--- src/rtl/uart_pkg.sv ---
// ----------------------------------------------------------------------------
// uart_pkg
// Shared types for the serial transmit path: arbiter FSM states, the number
// of requesters sharing the line, and the one-hot grant vector.
// No ports.
// ----------------------------------------------------------------------------
package uart_pkg;

    localparam int NUM_UART_REQ = 2;

    typedef enum logic [1:0] {
        S_IDLE      = 2'd0,
        S_WAIT_BUSY = 2'd1,
        S_WAIT_DONE = 2'd2
    } arb_state_t;

    typedef logic [NUM_UART_REQ-1:0] grant_t;

    // One-hot grant vector for requester index idx.
    function automatic grant_t req_onehot(input logic idx);
        grant_t g;
        g      = '0;
        g[idx] = 1'b1;
        return g;
    endfunction

endpackage

--- src/rtl/uart_tx.sv ---
// ----------------------------------------------------------------------------
// uart_tx
// 8N1 serial transmitter. A tx_start pulse seen while idle loads sdata and
// sends start bit, 8 data bits LSB first, and stop bit, each bit lasting
// 2*CLK_PER_HALF_BIT clocks. tx_busy is high from the edge that samples
// tx_start until the end of the stop-bit window. tx_start while busy is
// ignored.
// Ports:
//   clk       in   system clock
//   rstn      in   synchronous active-low reset
//   sdata     in   byte to send, sampled with tx_start
//   tx_start  in   start request
//   tx_busy   out  frame in progress
//   txd       out  serial line, idles high
// ----------------------------------------------------------------------------
module uart_tx #(
    parameter int CLK_PER_HALF_BIT = 5208
) (
    input  logic       clk,
    input  logic       rstn,
    input  logic [7:0] sdata,
    input  logic       tx_start,
    output logic       tx_busy,
    output logic       txd
);

    localparam int BIT_CYC = 2 * CLK_PER_HALF_BIT;
    localparam int TW      = (BIT_CYC > 1) ? $clog2(BIT_CYC) : 1;
    localparam logic [TW-1:0] TC_RELOAD = TW'(BIT_CYC - 1);

    // Frame shift register: bit 0 is the bit currently on the line. Ones are
    // shifted in behind the frame so the line rests at the stop level.
    logic [9:0]    shreg_q;
    logic [3:0]    bits_left_q;
    logic [TW-1:0] timer_q;
    logic          busy_q;

    always_ff @(posedge clk) begin
        if (!rstn) begin
            shreg_q     <= '1;
            bits_left_q <= '0;
            timer_q     <= '0;
            busy_q      <= 1'b0;
        end else if (!busy_q) begin
            if (tx_start) begin
                shreg_q     <= {1'b1, sdata, 1'b0};
                bits_left_q <= 4'd9;
                timer_q     <= TC_RELOAD;
                busy_q      <= 1'b1;
            end
        end else if (timer_q != '0) begin
            timer_q <= timer_q - 1'b1;
        end else if (bits_left_q == '0) begin
            // Terminal count of the stop bit: frame complete.
            busy_q <= 1'b0;
        end else begin
            shreg_q     <= {1'b1, shreg_q[9:1]};
            bits_left_q <= bits_left_q - 1'b1;
            timer_q     <= TC_RELOAD;
        end
    end

    assign txd     = shreg_q[0];
    assign tx_busy = busy_q;

endmodule

--- src/rtl/uart_tx_arbiter.sv ---
// ----------------------------------------------------------------------------
// uart_tx_arbiter
// Round-robin arbiter for two byte sources sharing one serial transmitter.
// One byte is accepted per frame; further grants are held until the frame's
// stop bit has completed.
//
// Optional feature macro: UART_TX_ARB_LOCK_EN
//   defined   : a byte accepted with reqN_lock=1 makes N the lock owner; only
//               the owner is eligible until it sends a byte with lock=0.
//   undefined : lock inputs ignored, pure per-byte round-robin.
//
// Ports:
//   clk                   in   system clock
//   rstn                  in   synchronous active-low reset
//   reqN_data[7:0]        in   byte from requester N
//   reqN_valid            in   requester N offers a byte
//   reqN_lock             in   keep grant after this byte (lock builds only)
//   reqN_ready            out  byte accepted when valid && ready
//   grant[1:0]            out  one-hot owner of the frame in flight
//   busy                  out  frame in flight (FSM not idle)
//   txd                   out  serial line
//
// state        | meaning
// -------------+--------------------------------------------------------
// S_IDLE       | no frame in flight; arbitrate and accept one byte
// S_WAIT_BUSY  | start pulse issued, waiting for uart_tx to report busy
// S_WAIT_DONE  | frame on the line, waiting for uart_tx to go idle
// ----------------------------------------------------------------------------
module uart_tx_arbiter
    import uart_pkg::*;
#(
    parameter int CLK_PER_HALF_BIT = 5208
) (
    input  logic                    clk,
    input  logic                    rstn,
    input  logic [7:0]              req0_data,
    input  logic                    req0_valid,
    input  logic                    req0_lock,
    output logic                    req0_ready,
    input  logic [7:0]              req1_data,
    input  logic                    req1_valid,
    input  logic                    req1_lock,
    output logic                    req1_ready,
    output logic [NUM_UART_REQ-1:0] grant,
    output logic                    busy,
    output logic                    txd
);

    arb_state_t state_q;
    grant_t     grant_q;
    logic       last_q;
    logic [7:0] sdata_r;
    logic       tx_start_q;
    logic       tx_busy;

    logic       elig0;
    logic       elig1;
    logic       sel;
    logic       sel_vld;
    logic [7:0] sel_data;
    logic       idle;

`ifdef UART_TX_ARB_LOCK_EN
    logic lock_act_q;
    logic lock_own_q;
    logic sel_lock;

    // A held lock shuts out the non-owner even when it is valid.
    assign elig0    = req0_valid && (!lock_act_q || (lock_own_q == 1'b0));
    assign elig1    = req1_valid && (!lock_act_q || (lock_own_q == 1'b1));
    assign sel_lock = sel ? req1_lock : req0_lock;

    always_ff @(posedge clk) begin
        if (!rstn) begin
            lock_act_q <= 1'b0;
            lock_own_q <= 1'b0;
        end else if (idle && sel_vld) begin
            lock_act_q <= sel_lock;
            lock_own_q <= sel;
        end
    end
`else
    logic unused_lock;

    assign elig0       = req0_valid;
    assign elig1       = req1_valid;
    assign unused_lock = req0_lock | req1_lock;
`endif

    assign idle = (state_q == S_IDLE);

    // Both eligible: serve whoever was not served last.
    always_comb begin
        sel_vld = elig0 | elig1;
        sel     = 1'b0;
        if (elig0 && elig1) begin
            sel = ~last_q;
        end else begin
            sel = elig1;
        end
    end

    assign sel_data   = sel ? req1_data : req0_data;
    assign req0_ready = idle && sel_vld && (sel == 1'b0) && rstn;
    assign req1_ready = idle && sel_vld && (sel == 1'b1) && rstn;

    always_ff @(posedge clk) begin
        if (!rstn) begin
            state_q    <= S_IDLE;
            grant_q    <= '0;
            last_q     <= 1'b1;
            sdata_r    <= '0;
            tx_start_q <= 1'b0;
        end else begin
            tx_start_q <= 1'b0;
            case (state_q)
                S_IDLE: begin
                    if (sel_vld) begin
                        sdata_r    <= sel_data;
                        grant_q    <= req_onehot(sel);
                        last_q     <= sel;
                        tx_start_q <= 1'b1;
                        state_q    <= S_WAIT_BUSY;
                    end
                end
                S_WAIT_BUSY: begin
                    if (tx_busy) begin
                        state_q <= S_WAIT_DONE;
                    end
                end
                S_WAIT_DONE: begin
                    if (!tx_busy) begin
                        grant_q <= '0;
                        state_q <= S_IDLE;
                    end
                end
                default: begin
                    grant_q <= '0;
                    state_q <= S_IDLE;
                end
            endcase
        end
    end

    assign grant = grant_q;
    assign busy  = !idle;

    uart_tx #(
        .CLK_PER_HALF_BIT(CLK_PER_HALF_BIT)
    ) u_uart_tx (
        .clk     (clk),
        .rstn    (rstn),
        .sdata   (sdata_r),
        .tx_start(tx_start_q),
        .tx_busy (tx_busy),
        .txd     (txd)
    );

endmodule

--- config.mk ---
export PLATFORM = sky130hd
export DESIGN_NAME = uart_tx_arbiter
export DESIGN_NICKNAME = d
export VERILOG_FILES = /design/src/rtl/uart_pkg.sv /design/src/rtl/uart_tx.sv /design/src/rtl/uart_tx_arbiter.sv
export SDC_FILE = /design/constraint.sdc
export NUM_CORES = 1
export LEC_CHECK = 0
export ABC_AREA = 1
export CAP_MARGIN = 20
export CORE_MARGIN = 10
export CORE_UTILIZATION = 60
export CTS_CLUSTER_SIZE = 24
export DETAILED_ROUTE_END_ITERATION = 10
export HOLD_SLACK_MARGIN = 0.03
export PLACE_DENSITY_LB_ADDON = 0.05
export SLEW_MARGIN = 20
export SYNTH_ARGS = -nofsm -noshare
export SYNTH_HDL_FRONTEND = slang
export SYNTH_HIERARCHICAL = 1
export SYNTH_SLANG_ARGS = --single-unit
--- constraint.sdc ---
create_clock -name clk -period 5.02 [get_ports clk]
set_input_delay 0.753 -clock clk [delete_from_list [all_inputs] [get_ports clk]]
set_output_delay 0.753 -clock clk [all_outputs]
set_load 0.01 [all_outputs]
# ---- After elaboration in Yosys (flattened, before gate mapping)
# Index checks and enable logic that the tools add are counted.
dict set report classes {
  n_addsub 2
  reduce_logical 18
  bitwise 4
  eq_ne 8
  n_mux 27
  order_cmp 2
}
# cell n
set op_table {}
lappend op_table {{$mux W14} 4}
lappend op_table {{$mux W10} 4}
lappend op_table {{$mux W4} 4}
lappend op_table {{$reduce_bool A14 Y1} 1}
lappend op_table {{$sub A14 B1 Y14 const B} 1}
lappend op_table {{$pmux W2 S3} 2}
lappend op_table {{$reduce_and A3 Y1} 3}
lappend op_table {{$mux W2} 4}
lappend op_table {{$mux W8} 1}
lappend op_table {{$ne A2 B2 Y1 const B} 4}
lappend op_table {{$logic_and A1 B1 Y1} 7}
lappend op_table {{$mux W1} 7}
lappend op_table {{$reduce_and A2 Y1} 3}
lappend op_table {{$logic_not A4 Y1} 1}
lappend op_table {{$sub A4 B1 Y4 const B} 1}
lappend op_table {{$ne A3 B3 Y1 const B} 1}
lappend op_table {{$not A1 Y1} 3}
lappend op_table {{$eq A2 B1 Y1 const B} 1}
lappend op_table {{$eq A2 B2 Y1 const B} 1}
lappend op_table {{$logic_not A2 Y1} 1}
lappend op_table {{$lt A1 B2 Y1 const B} 1}
lappend op_table {{$ne A2 B1 Y1 const B} 1}
lappend op_table {{$reduce_bool A2 Y1} 1}
lappend op_table {{$demux W1 S1} 1}
lappend op_table {{other kinds (3)} 3}
dict set report totals {
  ff_bits 43
  inputBits 22
  out_inout_bits 6
  word_cells 70
}

# ---- Longest topological paths before layout
# Gate-level depths: netlist of the first run.
dict set report logic_depth {
  word_depth 8
  ltp_mapped 11
  ltp_nobuf 11
}

# ---- Hierarchy
# Netlist of the first run, hierarchy kept.
# module seq_area_each_um2 instances cells_each area_per_inst_um2
set modules_own_cells {}
lappend modules_own_cells {uart_tx 560.5 1 231 1652.8}
lappend modules_own_cells {uart_tx_arbiter 280.3 1 123 822.0}

# ---- Worst setup path before layout of the first run
# Ideal clock, no wire load.
dict set report synth_path {
  path_kind {input-to-output}
  start {input req1_valid}
  end {output req0_ready}
  slack_ns 2.962
  required_time_ns 4.267
  t_arrival_ns 1.305
  path_stages 5
  cell_sequence {buf_6 nor2_2 nor2_4 nand2_1 nor2_1}
}
dict set report synth_via {
  elab_chain_cells 5
  elab_cells_between_ends 7
  classes_between {mux (1); bitwise (2); reduce/logical (4)}
}
# element line
set synth_lines {}
lappend synth_lines {{start, declared} uart_tx_arbiter.sv:41} ;# input logic req1_valid,
lappend synth_lines {{$logic_and A1 B1 Y1} uart_tx_arbiter.sv:96} ;# if (elig0 && elig1) begin
lappend synth_lines {{$mux W1} uart_tx_arbiter.sv:96}
lappend synth_lines {{$not A1 Y1} uart_tx_arbiter.sv:104} ;# assign req0_ready = idle && sel_vld && (sel == 1'b0) && rstn;
lappend synth_lines {{$logic_and A1 B1 Y1 * (2 in a row)} uart_tx_arbiter.sv:104}
lappend synth_lines {{end, declared} uart_tx_arbiter.sv:39} ;# output logic req0_ready,
# Mark *: on every way between the ends. The rest lies on a longest branch, timed or not.

# ---- Worst setup path in the final report of the first run
# Ends and elaborated chain as after synthesis.

==> results of run 1 <==
-- worst min-delay path by stage --
stage | startpoint | end | slack (ps) | cells after the start
floorplan | u_uart_tx/bits_left_q[0] | u_uart_tx/bits_left_q[0] | 430 | 1
global placement | u_uart_tx/bits_left_q[0] | u_uart_tx/bits_left_q[0] | 440 | 1
detailed placement | u_uart_tx/bits_left_q[0] | u_uart_tx/bits_left_q[0] | 440 | 1
CTS | u_uart_tx/bits_left_q[0] | u_uart_tx/bits_left_q[0] | 450 | 1
global route | u_uart_tx/shreg_q[4] | u_uart_tx/shreg_q[4] | 480 | 2
finish | u_uart_tx/bits_left_q[0] | u_uart_tx/bits_left_q[0] | 450 | 1
-- power breakdown --
part | total (uW) | switching, uW | internal, uW
Sequential | 412 | 34.2 | 378
Combinational | 333 | 206 | 127
Clock | 225 | 115 | 111
Total | 970 | 355 | 616
-- flip-flops by register name (all words and copies together), names as in the netlist --
register               flops
tx_start_q                 1
u_uart_tx/timer_q         14
state_q                    2
grant                      2
sdata_r                    8
u_uart_tx/bits_left_q      4
u_uart_tx/tx_busy          1
u_uart_tx/shreg_q          9
last_q                     1
-- cell type report --
class                   count  share of cell area (%)
multi-input cells         256                   48.83
clock inverters             2                  0.4509
well taps                  50                   2.254
clock buffers               6                   2.976
repair buffers             26                   9.288
inverters                  43                   5.906
flip-flops and latches     42                   30.30
-- through the flow --
step / std cells / util (%) / setup WS [ps]
4_1_cts: 425 / 69.38 / 1559
2_1_floorplan: 354 / - / 2962
6_report: 425 / 69.38 / 1571
3_5_place_dp: 417 / 67.00 / 1565
5_1_grt: 425 / 69.38 / 1401
3_3_place_gp: 417 / 67.00 / 1562
-- per-layer routing --
layer	routed length (um)	share of wire, %	track usage, %
met3	138	2.8	2.995
met4	32	0.65	3.805
met5	0	0	0
met1	2333	48	16.83
met2	2393	49	24.90
-- synth_stat cells (all sizes together), types with 2 or more instances --
cell type	instances
a21boi	8
a21oi	18
buf	9
clkbuf	4
dfxtp	42
ha	2
inv	43
nand2	106
nand3	30
nand4	9
nor2	52
o211ai	7
o21ai	11
o31ai	2
or2	8
-- cells by family after synthesis --
logic type               after synthesis
XOR/XNOR                               1
buffers and inverters                 56
AO/OA/AOI/OAI                         46
adder cells (fa/ha/maj)                2
AND/OR/NAND/NOR                      207
flip-flops                            42
-- worst register-to-register path, delay by kind of cell, from the launching register on --
kind | cells | cell delay, ps
simple gates | 5 | 1090
compound gates | 1 | 110
flops | 1 | 820
==> results by group, run 1 <==
Clock network
  • H-Tree Level Count: 2
  • Worst-skew pair later-pin latency: 290 ps
  • CTS root buf: clkbuf_8
  • Cts hold-fix bufs: 0
  • Clock buffer depth: 2
  • Post-CTS setup buffers: 0
  • Reg clk slew, reported paths: around 80 ps
  • Clock Sink Count: between 40 and 50
  • Total CTS buffers: 5
  • Resized Gates After CTS: 0
  • CTS tree: built

Worst setup path
  • FF-to-FF Start: u_uart_tx/tx_busy
  • FF-to-FF End: u_uart_tx/bits_left_q[1]
  • CP endpoint kind: primary output
  • Register-to-Register Path Depth: 6
  • Setup crit start: req1_valid
  • Critical path endpoint: req0_ready
  • CP Cell Sequence: clkdlybuf4s50_1 > nor2_2 > nor2_4 > nand2_1 > nor2_1 > clkdlybuf4s50_1
  • Startpoint Class: primary input
  • WP data required: between 4000 and 5000 ps
  • Crit path top cell by count: clkdlybuf4s50_1
  • Kind of critical path: primary input to primary output
  • Crit path depth: 6
  • Crit path max-delay cell type: clkdlybuf4s50_1
  • Top cell family by delay on the critical path: buffers and inverters
  • Flop2flop setup slack: slightly below 3000 ps
  • Crit-path max FO: 20
  • Worst Path Arrival: between 2000 and 3000 ps
  • Crit path largest cell delay: around 900 ps
  • WP buf/inv: 2

Yosys
  • Yosys Warn Count: 6
  • Seq/Total Area, Yosys: between 30% and 40%
  • Complex-gate fraction of the synthesized area: between 10% and 20%
  • Number of synthesized flops with an enable pin: 0
  • Post-Synthesis Cells: approximately 350
  • Syn nets: between 300 and 400
  • Distinct cells, synth: 33
  • Async set-reset flop share out of synthesis: 0%
  • Syn avg cell area: 6.991 sq um
  • Synth Register Bits: 42
  • Cell taking the most area after synthesis: dfxtp_1
  • Mux contribution to synthesized area: 0%
  • Adder-cell area share of the yosys netlist: under 10%
  • XOR/XNOR share of the synthesized area: 0.3539%
  • Synth top area cells: dfxtp_1, nand2_1, nor2_1
  • Area fraction of the dominant cell type after synthesis: 33.97%
  • Top FF cell, synth: dfxtp_1
  • Mapped cell area: around 0.0025 sq mm
  • Largest family of logic cells by synthesized area: simple AND/OR/NAND/NOR gates
  • Post-synthesis simple-gate area fraction: approximately two fifths

STA
  • RSZ-0062 raised after global routing: no
  • Final Hold Fails: 0
  • Slew headroom: about half
  • Setup Viol. Count Final: 0
  • Setup Skew: 4.410 ps
  • Final min period: ~3400 ps
  • Setup TNS: 0 ps
  • Worst Tran Pin Value: 762.2 ps
  • Hold WS: approximately 450 ps
  • Max-slew violation count: 0
  • Post-route clock period utilization: between 60% and 70%
  • FMAX: 289.9 MHz

Pwr
  • Leakage: around 0.0013 uW
  • Total chip power: slightly below 1000 uW
  • P per Cell Area: ~350 mW/mm^2
  • VDD IR max: between 200 and 300 uV

Floorplanning
  • Initial core utilization: 61.87%
  • Rows: 23
  • Total Die Area: just over 0.007 sq mm
  • Horiz. Die Dim: between 80 and 90 um
  • Io pins: 28
  • Die height: ~84 um
  • Total core area: about 0.0040 sq mm

Place
  • Placer's final routability congestion estimate: around 0.83
  • Detail Placement HPWL: between 3 and 4 mm
  • Port Buffers: 25
  • Area post-placement: about 0.0027 sq mm

Global route
  • Initial antenna violation count: 0
  • First-pass GRT wire length: 8.790 mm
  • Largest net degree at the start of global routing: 27
  • Vias in the first global route: 2002
  • GRT Total Usage: between 10% and 20%
  • Aggregate global routing overflow: 0

Worst hold path
  • Min-delay worst type: flop to flop

Layout
  • Final nets: 398
  • Fin area: ~0.0028 sq mm
  • Most frequent cells in the layout: nand2_1, nor2_1, dfxtp_1
  • Area growth, synth to finish: 12.13%
  • Share of layout cells above drive strength 1: approximately an eighth
  • Diode count: 0
  • Fillers: roughly 350
  • Storage cell area: about 840 sq um
  • Commonest non-fill, non-tap cell in the layout: nand2_1
  • Multi-input logic area: approximately 0.0014 sq mm

Route
  • Drt initial violations: between 150 and 200
  • DRC Markers: 0
  • Final wirelength: 4.898 mm
  • Via-to-Cell Ratio: slightly above 5
  • DR WL/cell: around 12 um
  • First drt pass iteration count: 5
  • Post-DRT Antenna Nets: 0
  • Vias: approximately 2100

Flow run
  • Max-cap viol count: 0

Outcome
  • Status: complete, no violations
No activity file was read; power rests on OpenSTA's default activity.
==> run 2: changes to the inputs <==
--- a/config.mk
+++ b/config.mk
@@ -8,7 +8,7 @@
 export ABC_AREA = 1
 export CAP_MARGIN = 20
 export CORE_MARGIN = 10
-export CORE_UTILIZATION = 60
+export CORE_UTILIZATION = 56
 export CTS_CLUSTER_SIZE = 24
 export DETAILED_ROUTE_END_ITERATION = 10
 export HOLD_SLACK_MARGIN = 0.03
==> constraint.sdc (replaced) <==
create_clock -name clk -period 3.5 [get_ports clk]
set_input_delay 0.525 -clock clk [delete_from_list [all_inputs] [get_ports clk]]
set_output_delay 0.525 -clock clk [all_outputs]
set_load 0.01 [all_outputs]
==> run 2 against run 1 <==
Net effect:
- total power increased by 45%
- final area increased by 0.63%
- via count increased by 0.37%
- critical path depth increased by 1
- die area increased by 5.4%
- first-iteration DRC count decreased by 24%
- count of clock-buffer cells in the layout unchanged
- combinational power increased by 45%
- sequential share of layout area decreased by 0.19 points
- critical path type unchanged
==> results by group, run 2 (synthesis gave the netlist of run 1 again) <==
Floorplanning
  • Horiz. Die Dim: about 86 um
  • Io pins: 28
  • Initial core utilization: between 50% and 60%
  • Rows: 24
  • Die height: roughly 86 um
  • Total Die Area: around 0.0075 sq mm
  • Total core area: about 0.0043 sq mm

Worst setup path
  • Kind of critical path: primary input to primary output
  • Setup crit start: req1_valid
  • Crit path largest cell delay: 540 ps
  • CP Cell Sequence: clkdlybuf4s50_1 > buf_4 > nor2_2 > nor2_4 > nand2_1 > nor2_1 > clkdlybuf4s50_1
  • Crit path max-delay cell type: clkdlybuf4s50_1
  • Startpoint Class: primary input
  • WP data required: 2970 ps
  • Worst Path Arrival: 2190 ps
  • CP endpoint kind: primary output
  • FF-to-FF Start: u_uart_tx/timer_q[1]
  • Crit path top cell by count: clkdlybuf4s50_1
  • Crit-path max FO: 20

Route
  • Post-DRT Antenna Nets: 0
  • Final wirelength: 5.025 mm
  • Drt initial violations: about 120
  • DR WL/cell: approximately 12 um
  • Vias: 2157
  • DRC Markers: 0
  • Via-to-Cell Ratio: 5.028
  • First drt pass iteration count: 4

Clock network
  • Reg clk slew, reported paths: around 80 ps
  • Clock Sink Count: between 40 and 50
  • Total CTS buffers: 5
  • Post-CTS setup buffers: 0
  • Cts hold-fix bufs: 0
  • Clock buffer depth: 2
  • H-Tree Level Count: 2
  • Resized Gates After CTS: 0
  • Worst-skew pair later-pin latency: roughly 300 ps
  • CTS tree: built
  • CTS root buf: clkbuf_8

Layout
  • Biggest register: u_uart_tx/timer_q
  • Fillers: 421
  • Share of layout cells above drive strength 1: between 10% and 20%
  • Final nets: 400
  • Multi-input logic area: ~0.0014 sq mm
  • Area growth, synth to finish: 12.84%
  • Diode count: 0
  • Commonest non-fill, non-tap cell in the layout: nand2_1
  • Top flop regs: u_uart_tx/timer_q (14), u_uart_tx/shreg_q (9), sdata_r (8)
  • Most frequent cells in the layout: nand2_1, nor2_1, dfxtp_1
  • Storage cell area: 840.8 sq um
  • Max reg flops: 14

Worst hold path
  • Min-delay worst type: flop to flop
  • Min-delay src: u_uart_tx/shreg_q[1]

Flow run
  • Max-cap viol count: 0

STA
  • Worst Tran Pin Value: ~480 ps
  • Setup TNS: 0 ps
  • Post-route clock period utilization: between 70% and 80%
  • RSZ-0062 raised after global routing: no
  • Final min period: approximately 2700 ps
  • Setup Viol. Count Final: 0
  • Slew headroom: between 60% and 70%
  • FMAX: roughly 370 MHz
  • Max-slew violation count: 0
  • Setup Skew: around 4.8 ps
  • Hold WS: between 400 and 500 ps
  • Final Hold Fails: 0

Global route
  • Initial antenna violation count: 0
  • Vias in the first global route: 2060
  • First-pass GRT wire length: ~8.6 mm
  • Largest net degree at the start of global routing: 26
  • GRT Total Usage: between 10 and 15%
  • Aggregate global routing overflow: 0

Place
  • Placer's final routability congestion estimate: slightly below 0.9
  • Port Buffers: 25
  • Detail Placement HPWL: between 3 and 4 mm

Pwr
  • VDD IR max: 231.9 uV
  • P per Cell Area: about 500 mW/mm^2
  • Leakage: 0.001271 uW
  • Total chip power: between 1000 and 1500 uW

Outcome
  • Status: complete, no violations
[run 2: changes by cell type in the layout (fill, tap and decap cells not counted)]
| cell | delta |
|---|---|
| buf_4 | +2 |
[run 2: layout make-up]
type | instances | share of cell area, %
timing repair buffer | 28 | 9.767
sequential | 42 | 30.11
inverter | 43 | 5.869
clock buffer | 6 | 2.957
tap | 52 | 2.330
clock inverter | 2 | 0.4480
multi-input combinational | 256 | 48.52
[run 2: critical path: cells and delay by family]
family,cells,cell delay (ps)
and+or+nand+nor,4,440
buffers and inverters,3,1210
[run 2: power by group]
part	switching [uW]	total, uW	internal, uW
registers	46.9	589	542
logic	298	483	185
clock network	172	331	159
[run 2: path summary, 6_finish.rpt]
| kind | end | slack [ps] | cells past startpoint |
|---|---|---|---|
| setup reg to reg | u_uart_tx/bits_left_q[1] | 1620 | 10 |
| hold / removal | u_uart_tx/shreg_q[0] | 460 | 2 |
| hold reg to reg | u_uart_tx/shreg_q[0] | 460 | 2 |
| setup / recovery | req0_ready | 780 | 7 |
[run 2: layer usage]
layer | vias up | track usage [%] | wire (um)
li1 | 1169 | - | -
met5 | - | 0 | 0
met4 | 0 | 5.891 | 67
met2 | 35 | 23.56 | 2376
met3 | 6 | 4.409 | 230
met1 | 947 | 15.45 | 2350
[run 2: stage by stage]
step                instance area, sq um  setup WS [ps]  std cells  util, %
finish                              2793          783.4        429    64.58
CTS                                 2793          771.2        429    64.58
global route                        2793          666.9        429    64.58
global placement                    2698          787.3        421    62.38
detailed placement                  2698          770.1        421    62.38
floorplan                           2475           1898        354        -
